===== config.mk =====
export PLATFORM = sky130hd
export DESIGN_NAME = parity_shift_accum
export DESIGN_NICKNAME = d
export VERILOG_FILES = /design/src/rtl/parity_pkg.sv /design/src/rtl/parity_shift_accum.sv
export SDC_FILE = /design/constraint.sdc
export NUM_CORES = 1
export LEC_CHECK = 0
export BUFFER_PORTS_ARGS = -buffer_cell sky130_fd_sc_hd__clkbuf_2
export CORE_MARGIN = 1
export CORE_UTILIZATION = 25
export CTS_CLUSTER_SIZE = 12
export DETAILED_ROUTE_END_ITERATION = 10
export SLEW_MARGIN = 10
export SYNTH_ARGS = -nofsm -noshare
export SYNTH_HDL_FRONTEND = slang
export SYNTH_SLANG_ARGS = --single-unit

===== constraint.sdc =====
create_clock -name clk -period 1.9 [get_ports clk]
set_input_delay 0.38 -clock clk [delete_from_list [all_inputs] [get_ports clk]]
set_output_delay 0.38 -clock clk [all_outputs]
set_load 0.05 [all_outputs]

===== src/rtl/parity_pkg.sv =====
// Shared types and defaults for the serial even-parity receive path.
package parity_pkg;

    typedef enum logic [1:0] {
        IDLE   = 2'd0,
        DATA   = 2'd1,
        PARITY = 2'd2
    } state_e;

    localparam int DATA_W_DEF = 8;
    localparam int CNT_W_DEF  = 8;

    // Bit index width; DATA_W is at least 2 so this is never zero.
    function automatic int idx_w(input int w);
        return $clog2(w);
    endfunction

endpackage


===== src/rtl/parity_shift_accum.sv =====
// Deserialiser core: LSB-first shift register, running XOR and bit index.
module parity_shift_accum
    import parity_pkg::*;
#(
    parameter int DATA_W = DATA_W_DEF
) (
    input  logic              clk,
    input  logic              rst,
    input  logic              load,
    input  logic              shift,
    input  logic              bit_in,
    output logic [DATA_W-1:0] shreg,
    output logic              acc,
    output logic              last
);

    localparam int IW = idx_w(DATA_W);

    logic [IW-1:0] idx;

    // load starts a frame at bit 0 and wipes any stale upper bits
    always_ff @(posedge clk or posedge rst) begin
        if (rst) begin
            shreg <= '0;
            acc   <= 1'b0;
            idx   <= '0;
        end else if (load) begin
            shreg <= {{(DATA_W-1){1'b0}}, bit_in};
            acc   <= bit_in;
            idx   <= IW'(1);
        end else if (shift) begin
            shreg[idx] <= bit_in;
            acc        <= acc ^ bit_in;
            idx        <= idx + IW'(1);
        end
    end

    assign last = (idx == IW'(DATA_W - 1));

endmodule


[Word-level counts from Yosys, hierarchy flattened]
Index checks and enable logic that the tools add are counted.
Storage, ports and cells
  register bits after elaboration: 12
  input bits: 5
  output and inout port bits: 10
Cells by class
  add/subtract/negate cells: 1
  $lt $le $gt $ge: 2
  eq/ne operators: 1
  muxes and demuxes: 9
  bitwise logic cells: 1
  reductions and logical operators: 2
Operator list (count)
  $mux 8: 2
  $bwmux 8: 1
  $mux 3: 2
  $lt 3x4->1 const B: 1
  $add 3x1->3 const B: 1
  $demux 1 s3: 1
  $eq 3x3->1 const B: 1
  $ge 3x1->1 const B: 1
  $mux 1: 3
  $reduce_bool 2->1: 1
  $logic_and 1x1->1: 1
  $xor 1x1->1: 1

[Longest topological paths before layout]
Gate-level depths: netlist of the first run.
  word-level depth: 7
  mapped depth: 4
  gate-level depth less buffers: 4

[Worst setup path before layout of the first run]
OpenSTA, ideal clock, no wires.
  path kind: reg-to-output
  start point: register idx[1]
  end point: output last
  arrival time: 1.041 ns
  required time: 1.520 ns
  path slack: 0.479 ns
  stages on the path, launching flop included: 3
  buffers on the path: 0
  path through: dfrtp_1 -> ha_1 -> ha_1
On the way
  longest elaborated chain between the ends: 1
RTL lines
  start, declared: line parity_shift_accum.sv:19  | logic [IW-1:0] idx;
  start signal, assigned: line parity_shift_accum.sv:34  | idx <= idx + IW'(1);
  $eq 3x3->1: line parity_shift_accum.sv:38  | assign last = (idx == IW'(DATA_W - 1));
  end, declared: line parity_shift_accum.sv:14  | output logic last
No other way between the ends.

[Worst setup path in the final report of the first run]
  start point: register idx[0]
  end point: output last
Same word-level chain as after synthesis.

==> flow_metrics.tcl, run 1 <==
set metrics [dict create \
    dpl.hpwl_um 802 \
    first_global_vias 451 \
    grt_pass1_wl_um 2080 \
    seq_area_um2 300 \
    synth_seq_area_share_pct 49.1 \
    synth_top_family_by_area "simple AND/OR/NAND/NOR gates" \
    clkTransAtPathRegs_ns 0.08 \
    cpPeakStageDelay_ns 0.49 \
    crit_path_top_delay_cell "dfrtp_1" \
    drtIter0Drc 3 \
    synthCells 53 \
    p_seq_share_pct 47.9 \
    drive_gt1_share_pct 32.4 \
    row_count 17 \
    grt_max_degree 13 \
    r2r_start "idx[0]$_DFFE_PP0P_" \
    p_int_mw 0.427 \
    critical_path.max_fanout 10 \
    dieArea_um2 2650 \
    overflow 0 \
    port_buffers 14 \
    nNetsFinal 76 \
    path_class "reg -> out" \
    ir_drop_v 0.000420 \
    p_sw_share_pct 29.8 \
    totalWireLength_um 1190 \
    cp_common_cell "ha_1" \
    maxSlewViolCount 0 \
    worstPathRequired_ns 1.52 \
    start_util_pct 27.1 \
    cp-startpoint "idx[0]$_DFFE_PP0P_" \
    synth_fa_ha_area_share_pct 4.09 \
    yosys.cell_types.count 18 \
    chipHeight_um 51.5 \
    insertion_delay_ns 0.28 \
    track_usage_pct 11.0 \
    switchingPower_mw 0.181 \
    power_frac_clock_pct 34.1 \
    cts_sinks 12 \
    worst_clock_skew_ns 0.000731 \
    dpl_cell_area_um2 701 \
    cp-end-kind "primary output" \
    maxCapViolCount 0 \
    antenna_found_initial 0 \
    dr_total_vias 444 \
    worstSetupEndpoint "last" \
    hold_path.class "in -> async" \
    postRouteAntennaNets 0 \
    ys_ff_latch 12 \
    synth-simple-area-share_pct 18.2 \
    diodes 0 \
    setup_tns_ns 0 \
    areaGrowthSynthToFinish_pct 20.4 \
    max-clock-path-buffers 2 \
    synthesis.area_um2 612 \
    cts.repair.resized 0 \
    slew_headroom_pct 68.4 \
    cp.arrival_ns 1.41 \
    outcome "finished clean" \
    avgViaCountPerCell 4.63 \
    powerDensity_nw_per_um2 826 \
    nFillCells 247 \
    cts_tree "yes" \
    cts_hold_repair.buffers 0 \
    firstDrtPassIters 4 \
    yosys_warnings 0 \
    synth_xor_area_share_pct 1.43 \
    max_freq_ghz 0.557 \
    postCtsSetupRepairBufs 0 \
    die_w_um 51.5 \
    gp_congestion 0.791 \
    tightest_slew_ns 0.473 \
    fin_area_um2 737 \
    synth_compound_area_share_pct 4.29 \
    cts_buffers 3 \
    timing_hold_violations_final 0 \
    cp_cell_sequence "ha_1 -> ha_1 -> clkbuf_2" \
    synthMuxAreaShare_pct 17.2 \
    reg2reg_depth 2 \
    syn_nets 60 \
    syn_area_per_cell_um2 11.5 \
    setup_viol 0 \
    r2r_end "shreg[0]$_DFFE_PP0P_" \
    htree_levels 1 \
    p_leak_nw 0.392 \
    min_period_ns 1.79 \
    wl_per_cell_um 12.4 \
    multiInputGateArea_um2 277 \
    final_common_cell "clkbuf_2" \
    final_cell_mix "clkbuf_2 (14), dfrtp_1 (12), mux2i_1 (9), nor2_1 (9)" \
    ios 15 \
    rrSetupSlack_ns 0.53 \
    start_kind "flip-flop" \
    core_region_area_um2 2250 \
    p_comb_share_pct 18.0 \
    rsz0062_at_grt "no" \
    drc 0 \
    fin_crit_sh_pct 94.5 \
    cts_root_buffer "clkbuf_4" \
]
worst max-delay path: cells and delay by family (launching register included):
kind | cells | cell delay [ns]
fa+ha+maj | 2 | 0.42
buf+inv | 1 | 0.23
flops | 1 | 0.49
through the flow:
stage / worst slack, ns / hold WS [ns] / instances / power [mW] / util, %
2_1_floorplan: 0.479 / 0.245 / 53 / 0.383 / -
3_3_place_gp: 0.444 / 0.403 / 92 / 0.404 / 31.1
3_5_place_dp: 0.422 / 0.425 / 92 / 0.407 / 31.1
4_1_cts: 0.102 / 0.114 / 96 / 0.620 / 32.7
5_1_grt: 0.0267 / 0.117 / 96 / 0.645 / 32.7
6_report: 0.105 / 0.0857 / 96 / 0.609 / 32.7
power groups by stage:
stage	logic, mW	registers, mW	clock network [mW]
2_1_floorplan	0.0647	0.319	0
3_3_place_gp	0.111	0.294	0
3_5_place_dp	0.111	0.296	0
4_1_cts	0.112	0.291	0.217
5_1_grt	0.121	0.296	0.228
6_report	0.110	0.291	0.208
cells in the mapped netlist:
cell / n / area [µm²]
inv_1: 1 / 3.75
a32o_1: 1 / 10.0
o41a_1: 1 / 11.3
xnor2_1: 1 / 8.76
buf_6: 1 / 11.3
dfrtp_1: 12 / 300
o21ai_0: 1 / 5.00
nand4_1: 1 / 6.26
nor2_1: 9 / 33.8
nand2_1: 2 / 7.51
mux2_4: 1 / 15.0
mux2i_1: 9 / 90.1
clkbuf_1: 2 / 7.51
buf_2: 1 / 5.00
ha_1: 2 / 25.0
and4bb_1: 3 / 37.5
inv_2: 2 / 7.51
nand4b_1: 3 / 26.3
area by class of cell:
type                    count  area share [%]
clock buffers               4            4.92
inverters                   3            1.53
multi-input cells          34            37.5
flip-flops and latches     12            40.7
well taps                  28            4.75
repair buffers             15            10.5
how the worst min path moves through the flow:
stage               start              endpoint  slack [ns]  cells after the start
global route          rst  shreg[4]$_DFFE_PP0P_        0.12                      2
CTS                   rst       acc$_DFFE_PP0P_        0.11                      2
finish                rst       acc$_DFFE_PP0P_        0.09                      2
floorplan             rst       acc$_DFFE_PP0P_        0.24                      1
global placement      rst  shreg[4]$_DFFE_PP0P_        0.40                      2
detailed placement    rst  shreg[4]$_DFFE_PP0P_        0.42                      2
registers in the layout, summed over array words and instances (netlist names):
name	cells
acc	1
shreg	8
idx	3
logic make-up after synthesis:
group / count (synthesis)
buffers and inverters: 7
xor gates and xnor gates: 1
DFF: 12
adders and majority gates: 2
and+or+nand+nor: 18
AOI/OAI and AO/OA: 3
muxes: 10
layer usage:
| metal | track usage (%) | share of wire (%) |
|---|---|---|
| met5 | 0 | 0 |
| met4 | 1.35 | 0 |
| met3 | 6.55 | 6.7 |
| met2 | 15.8 | 43 |
| met1 | 14.6 | 51 |
Note: power is estimated with default switching activity, not from simulation.
==> run 2: changes to the inputs <==
--- a/config.mk
+++ b/config.mk
@@ -6,7 +6,8 @@
 export NUM_CORES = 1
 export LEC_CHECK = 0
 export BUFFER_PORTS_ARGS = -buffer_cell sky130_fd_sc_hd__clkbuf_2
-export CORE_MARGIN = 1
+export CORE_ASPECT_RATIO = 0.6
+export CORE_MARGIN = 2
 export CORE_UTILIZATION = 25
 export CTS_CLUSTER_SIZE = 12
 export DETAILED_ROUTE_END_ITERATION = 10
==> flow_metrics.tcl, run 2 (synthesis results as in run 1) <==
set metrics [dict create \
    outcome "finished clean" \
    final_cell_mix "clkbuf_2 (14), dfrtp_1 (12), mux2i_1 (9), nor2_1 (9), clkbuf_8 (4)" \
    clkTransAtPathRegs_ns 0.05 \
    nNetsFinal 75 \
    p_sw_share_pct 27.8 \
    start_kind "flip-flop" \
    dpl.hpwl_um 883 \
    setup_tns_ns 0 \
    start_util_pct 27.3 \
    maxSlewViolCount 0 \
    slew_headroom_pct 67.8 \
    p_seq_share_pct 42.6 \
    switchingPower_mw 0.191 \
    p_comb_share_pct 16.1 \
    postRouteAntennaNets 0 \
    worst_clock_skew_ns 0.000709 \
    maxCapViolCount 0 \
    dr_total_vias 433 \
    power_frac_clock_pct 41.3 \
    max-clock-path-buffers 2 \
    min_period_ns 1.76 \
    p_leak_nw 0.395 \
    cp.arrival_ns 1.38 \
    hold_path.class "in -> async" \
    ios 15 \
    cts_sinks 12 \
    cts_hold_repair.buffers 0 \
    insertion_delay_ns 0.24 \
    core_region_area_um2 2240 \
    fin_area_um2 751 \
    postCtsSetupRepairBufs 0 \
    power_mw 0.685 \
    drc 0 \
    cp-end-kind "primary output" \
    pre_cts_slack_ns 0.392 \
    ir_drop_v 0.000354 \
    reg_top3 "shreg (8), idx (3), acc (1)" \
    worstPathRequired_ns 1.52 \
    firstDrtPassIters 4 \
    cts.repair.resized 0 \
    max_freq_ghz 0.568 \
    fin_crit_sh_pct 92.7 \
    first_global_vias 430 \
    diodes 0 \
    rsz0062_at_grt "no" \
    grt_pass1_wl_um 2170 \
    multiInputGateArea_um2 277 \
    nFillCells 237 \
    totalWireLength_um 1260 \
    largest_reg_flops 8 \
    port_buffers 14 \
    cts_root_buffer "clkbuf_8" \
    overflow 0 \
    p_int_mw 0.494 \
    drive_gt1_share_pct 31.3 \
    setup_viol 0 \
    timing_hold_violations_final 0 \
    drtIter0Drc 20 \
    critical_path.max_fanout 10 \
    die_w_um 67.9 \
    avgViaCountPerCell 4.46 \
    regMostFlops "shreg" \
    dieArea_um2 2870 \
    dpl_cell_area_um2 696 \
    tightest_slew_ns 0.483 \
    wl_per_cell_um 13.0 \
    path_class "reg -> out" \
    row_count 13 \
    seq_area_um2 300 \
    worst_slack_ns 0.138 \
    final_common_cell "clkbuf_2" \
    gp_congestion 0.773 \
    track_usage_pct 11.1 \
    grt_max_degree 13 \
    htree_levels 1 \
    powerDensity_nw_per_um2 912 \
    rrSetupSlack_ns 0.51 \
    cts_buffers 3 \
    chipHeight_um 42.3 \
    areaGrowthSynthToFinish_pct 22.7 \
    antenna_found_initial 0 \
    cts_tree "yes" \
]
==> run 2: cell types whose count changed in the layout (fill, tap and decap cells not counted), sizes merged <==
cell	delta
buf	-1
==> run 2: worst max-delay path, stage by stage, from the launching register on <==
cell	delay, ns
dfrtp_1	0.48
ha_1	0.25
ha_1	0.17
clkbuf_2	0.23
==> run 2: layer usage <==
layer | up-vias | track usage (%) | wire [µm]
met2 | 13 | 12.9 | 442
met3 | 2 | 6.45 | 94
met4 | 0 | 3.60 | 10
li1 | 215 | - | -
met5 | - | 0 | 0
met1 | 203 | 16.3 | 715
==> run 2: worst paths after layout <==
path | from | cells past startpoint | to
setup / recovery | idx[0]$_DFFE_PP0P_ | 3 | last
hold / removal | rst | 2 | shreg[0]$_DFFE_PP0P_
setup reg to reg | idx[0]$_DFFE_PP0P_ | 2 | shreg[0]$_DFFE_PP0P_
hold reg to reg | shreg[1]$_DFFE_PP0P_ | 2 | shreg[1]$_DFFE_PP0P_
max in group asynchronous | rst | 2 | shreg[1]$_DFFE_PP0P_
min in group clk | load | 2 | idx[1]$_DFFE_PP0P_
==> run 2: area by class of cell <==
| type | count | share of cell area (%) |
|---|---|---|
| Timing Repair Buffer | 14 | 9.33 |
| Multi-Input combinational cell | 34 | 36.8 |
| Sequential cell | 12 | 40.0 |
| Clock buffer | 4 | 7.33 |
| Inverter | 3 | 1.50 |
| Tap cell | 30 | 5.00 |
==> run 2: through the flow <==
step | instances | utilization, % | hold slack (ns)
after CTS | 97 | 33.4 | 0.151
after global routing | 97 | 33.4 | 0.165
after floorplan | 53 | - | 0.245
after global placement | 93 | 31.0 | 0.404
after detailed placement | 93 | 31.0 | 0.415
final | 97 | 33.4 | 0.128
==> run 2: power by group through the flow <==
stage | combinational (mW) | sequential, mW | clock [mW]
final | 0.110 | 0.292 | 0.283
after global routing | 0.123 | 0.295 | 0.306
after CTS | 0.112 | 0.292 | 0.293
after detailed placement | 0.111 | 0.296 | 0
after global placement | 0.109 | 0.295 | 0
after floorplan | 0.0647 | 0.319 | 0
==> run 3: changes to the inputs <==
--- a/config.mk
+++ b/config.mk
@@ -5,6 +5,7 @@
 export SDC_FILE = /design/constraint.sdc
 export NUM_CORES = 1
 export LEC_CHECK = 0
+export ABC_AREA = 1
 export BUFFER_PORTS_ARGS = -buffer_cell sky130_fd_sc_hd__clkbuf_2
 export CORE_ASPECT_RATIO = 0.6
 export CORE_MARGIN = 2
==> flow_metrics.tcl, run 3 <==
set metrics [dict create \
    row_count 14 \
    synth_seq_area_share_pct 43.6 \
    port_buffers 14 \
    first_global_vias 495 \
    grt_max_degree 17 \
    fin_area_um2 811 \
    clkTransAtPathRegs_ns 0.05 \
    synth_common_cells "nand2_1 (19), dfrtp_1 (12), nand3_1 (11)" \
    overflow 0 \
    r2r_start "idx[0]$_DFFE_PP0P_" \
    timing_hold_violations_final 0 \
    firstDrtPassIters 4 \
    crit_path_top_delay_cell "dfrtp_1" \
    ys_async_sr_fraction_pct 100 \
    postCtsSetupRepairBufs 0 \
    switchingPower_mw 0.216 \
    dpl.hpwl_um 1130 \
    reg_top3 "shreg (8), idx (3), acc (1)" \
    seq_area_um2 300 \
    tightest_slew_ns 0.480 \
    cts_root_buffer "clkbuf_8" \
    insertion_delay_ns 0.24 \
    diodes 0 \
    core_region_area_um2 2560 \
    dpl_cell_area_um2 769 \
    cts_tree "yes" \
    antenna_found_initial 0 \
    htree_levels 1 \
    totalWireLength_um 1480 \
    final_common_cell "nand2_1" \
    synth_top_family_by_area "simple AND/OR/NAND/NOR gates" \
    drive_gt1_share_pct 37.0 \
    synthTopCellsByArea "dfrtp_1 (44%), nand2_1 (10%), nand3_1 (8.0%)" \
    syn_area_per_cell_um2 8.84 \
    cp_cell_sequence "ha_1 -> ha_1 -> clkbuf_2" \
    cpPeakStageDelay_ns 0.56 \
    die_w_um 71.8 \
    synth-simple-area-share_pct 34.8 \
    worst_clock_skew_ns 0.000450 \
    p_comb_share_pct 21.2 \
    min_period_ns 1.80 \
    final_cell_mix "nand2_1 (19), clkbuf_2 (14), dfrtp_1 (12)" \
    worstPathRequired_ns 1.52 \
    slew_headroom_pct 68.0 \
    cts.repair.resized 0 \
    maxCapViolCount 0 \
    setup_tns_ns 0 \
    drc 0 \
    power_mw 0.663 \
    rrSetupSlack_ns 0.61 \
    dr_total_vias 555 \
    cp.arrival_ns 1.42 \
    nFillCells 285 \
    start_util_pct 27.0 \
    wl_per_cell_um 11.9 \
    worst_slack_ns 0.103 \
    max-clock-path-buffers 2 \
    regMostFlops "shreg" \
    synth_top_area_share_pct 43.6 \
    chipHeight_um 44.7 \
    outcome "finished clean" \
    postRouteAntennaNets 0 \
    cp-end-kind "primary output" \
    path_class "reg -> out" \
    p_leak_nw 0.416 \
    synth_xor_area_share_pct 1.27 \
    areaGrowthSynthToFinish_pct 17.6 \
    track_usage_pct 10.7 \
    synth_compound_area_share_pct 7.99 \
    ys.flop_type "dfrtp_1" \
    synth_top_cell_by_area "dfrtp_1" \
    yosys.cell_types.count 21 \
    start_kind "flip-flop" \
    cts_sinks 12 \
    drtIter0Drc 69 \
    avgViaCountPerCell 4.48 \
    synth_edf_count 0 \
    largest_reg_flops 8 \
    r2r_end "idx[2]$_DFFE_PP0P_" \
    ir_drop_v 0.000320 \
    synthMuxAreaShare_pct 0 \
    ys_ff_latch 12 \
    critical_path.max_fanout 11 \
    synthCells 78 \
    reg2reg_depth 4 \
    multiInputGateArea_um2 329 \
    yosysMostFrequentCell "nand2_1" \
    max_freq_ghz 0.556 \
    synthesis.area_um2 689 \
    cp_common_cell "ha_1" \
    pre_cts_slack_ns 0.364 \
    grt_pass1_wl_um 2520 \
    fin_crit_sh_pct 94.6 \
    gp_congestion 0.761 \
    cts_hold_repair.buffers 0 \
    rsz0062_at_grt "no" \
    syn_nets 85 \
    nNetsFinal 101 \
    maxSlewViolCount 0 \
    setup_viol 0 \
    power_frac_clock_pct 35.1 \
    p_seq_share_pct 43.7 \
    p_int_mw 0.447 \
    cts_buffers 3 \
    hold_path.class "in -> async" \
    powerDensity_nw_per_um2 818 \
    p_sw_share_pct 32.5 \
    yosys_warnings 0 \
    dieArea_um2 3210 \
    synth_fa_ha_area_share_pct 3.63 \
    ios 15 \
]
run 3: cell count changes in the layout (fill, tap and decap cells not counted), sizes merged, moves of 2 or more:
| cell | change |
|---|---|
| and4bb | -3 |
| inv | +5 |
| mux2i | -9 |
| nand2 | +20 |
| nand3 | +13 |
| nand4b | -3 |
| nor2 | -2 |
| o21ai | +6 |
run 3: worst max path at each step:
stage                      end  cells after the start          startpoint  slack [ns]
final                     last                      3  idx[0]$_DFFE_PP0P_        0.10
after global routing      last                      3  idx[0]$_DFFE_PP0P_        0.02
after floorplan           last                      2  idx[1]$_DFFE_PP0P_        0.53
after CTS                 last                      3  idx[0]$_DFFE_PP0P_         0.1
after detailed placement  last                      3  idx[0]$_DFFE_PP0P_        0.36
after global placement    last                      3  idx[0]$_DFFE_PP0P_        0.39
run 3: routing by layer:
metal / routed length (µm) / share of wire, % / track usage (%) / vias to the layer above
li1: - / - / - / 282
met1: 901 / 61 / 16.5 / 258
met2: 478 / 32 / 12.6 / 15
met3: 94 / 6.4 / 5.24 / 0
met4: 0 / 0 / 2.26 / 0
met5: 0 / 0 / 0 / -
run 3: cell families (layout without fill, tap and decap cells):
family,Yosys count,count (layout)
and+or+nand+nor,44,44
xor gates and xnor gates,1,1
DFF,12,12
AOI/OAI and AO/OA,8,8
buffers and inverters,11,25
adders and majority gates,2,2
run 3: final cells by class:
type | count | share of cell area [%]
multi-input combinational | 55 | 40.6
sequential | 12 | 37.0
timing repair buffer | 14 | 8.64
clock buffer | 3 | 5.09
tap | 32 | 4.94
inverter | 8 | 3.70
run 3: critical path, delay by kind of cell (launching register included):
kind | cells | cell delay, ns
fa+ha+maj | 2 | 0.35
buf+inv | 1 | 0.27
flops | 1 | 0.56
run 3: power groups by stage:
stage / Combinational [mW] / Sequential (mW) / Clock [mW]
final: 0.141 / 0.290 / 0.233
after floorplan: 0.0782 / 0.328 / 0
after CTS: 0.142 / 0.289 / 0.243
after global routing: 0.156 / 0.292 / 0.252
after detailed placement: 0.141 / 0.294 / 0
after global placement: 0.141 / 0.292 / 0
run 3: per-stage QoR:
stage | util, % | hold slack [ns] | instances
after detailed placement | 30.1 | 0.423 | 121
after CTS | 31.7 | 0.161 | 124
after global placement | 30.1 | 0.401 | 121
after global routing | 31.7 | 0.215 | 124
final | 31.7 | 0.135 | 124
after floorplan | - | 0.245 | 78
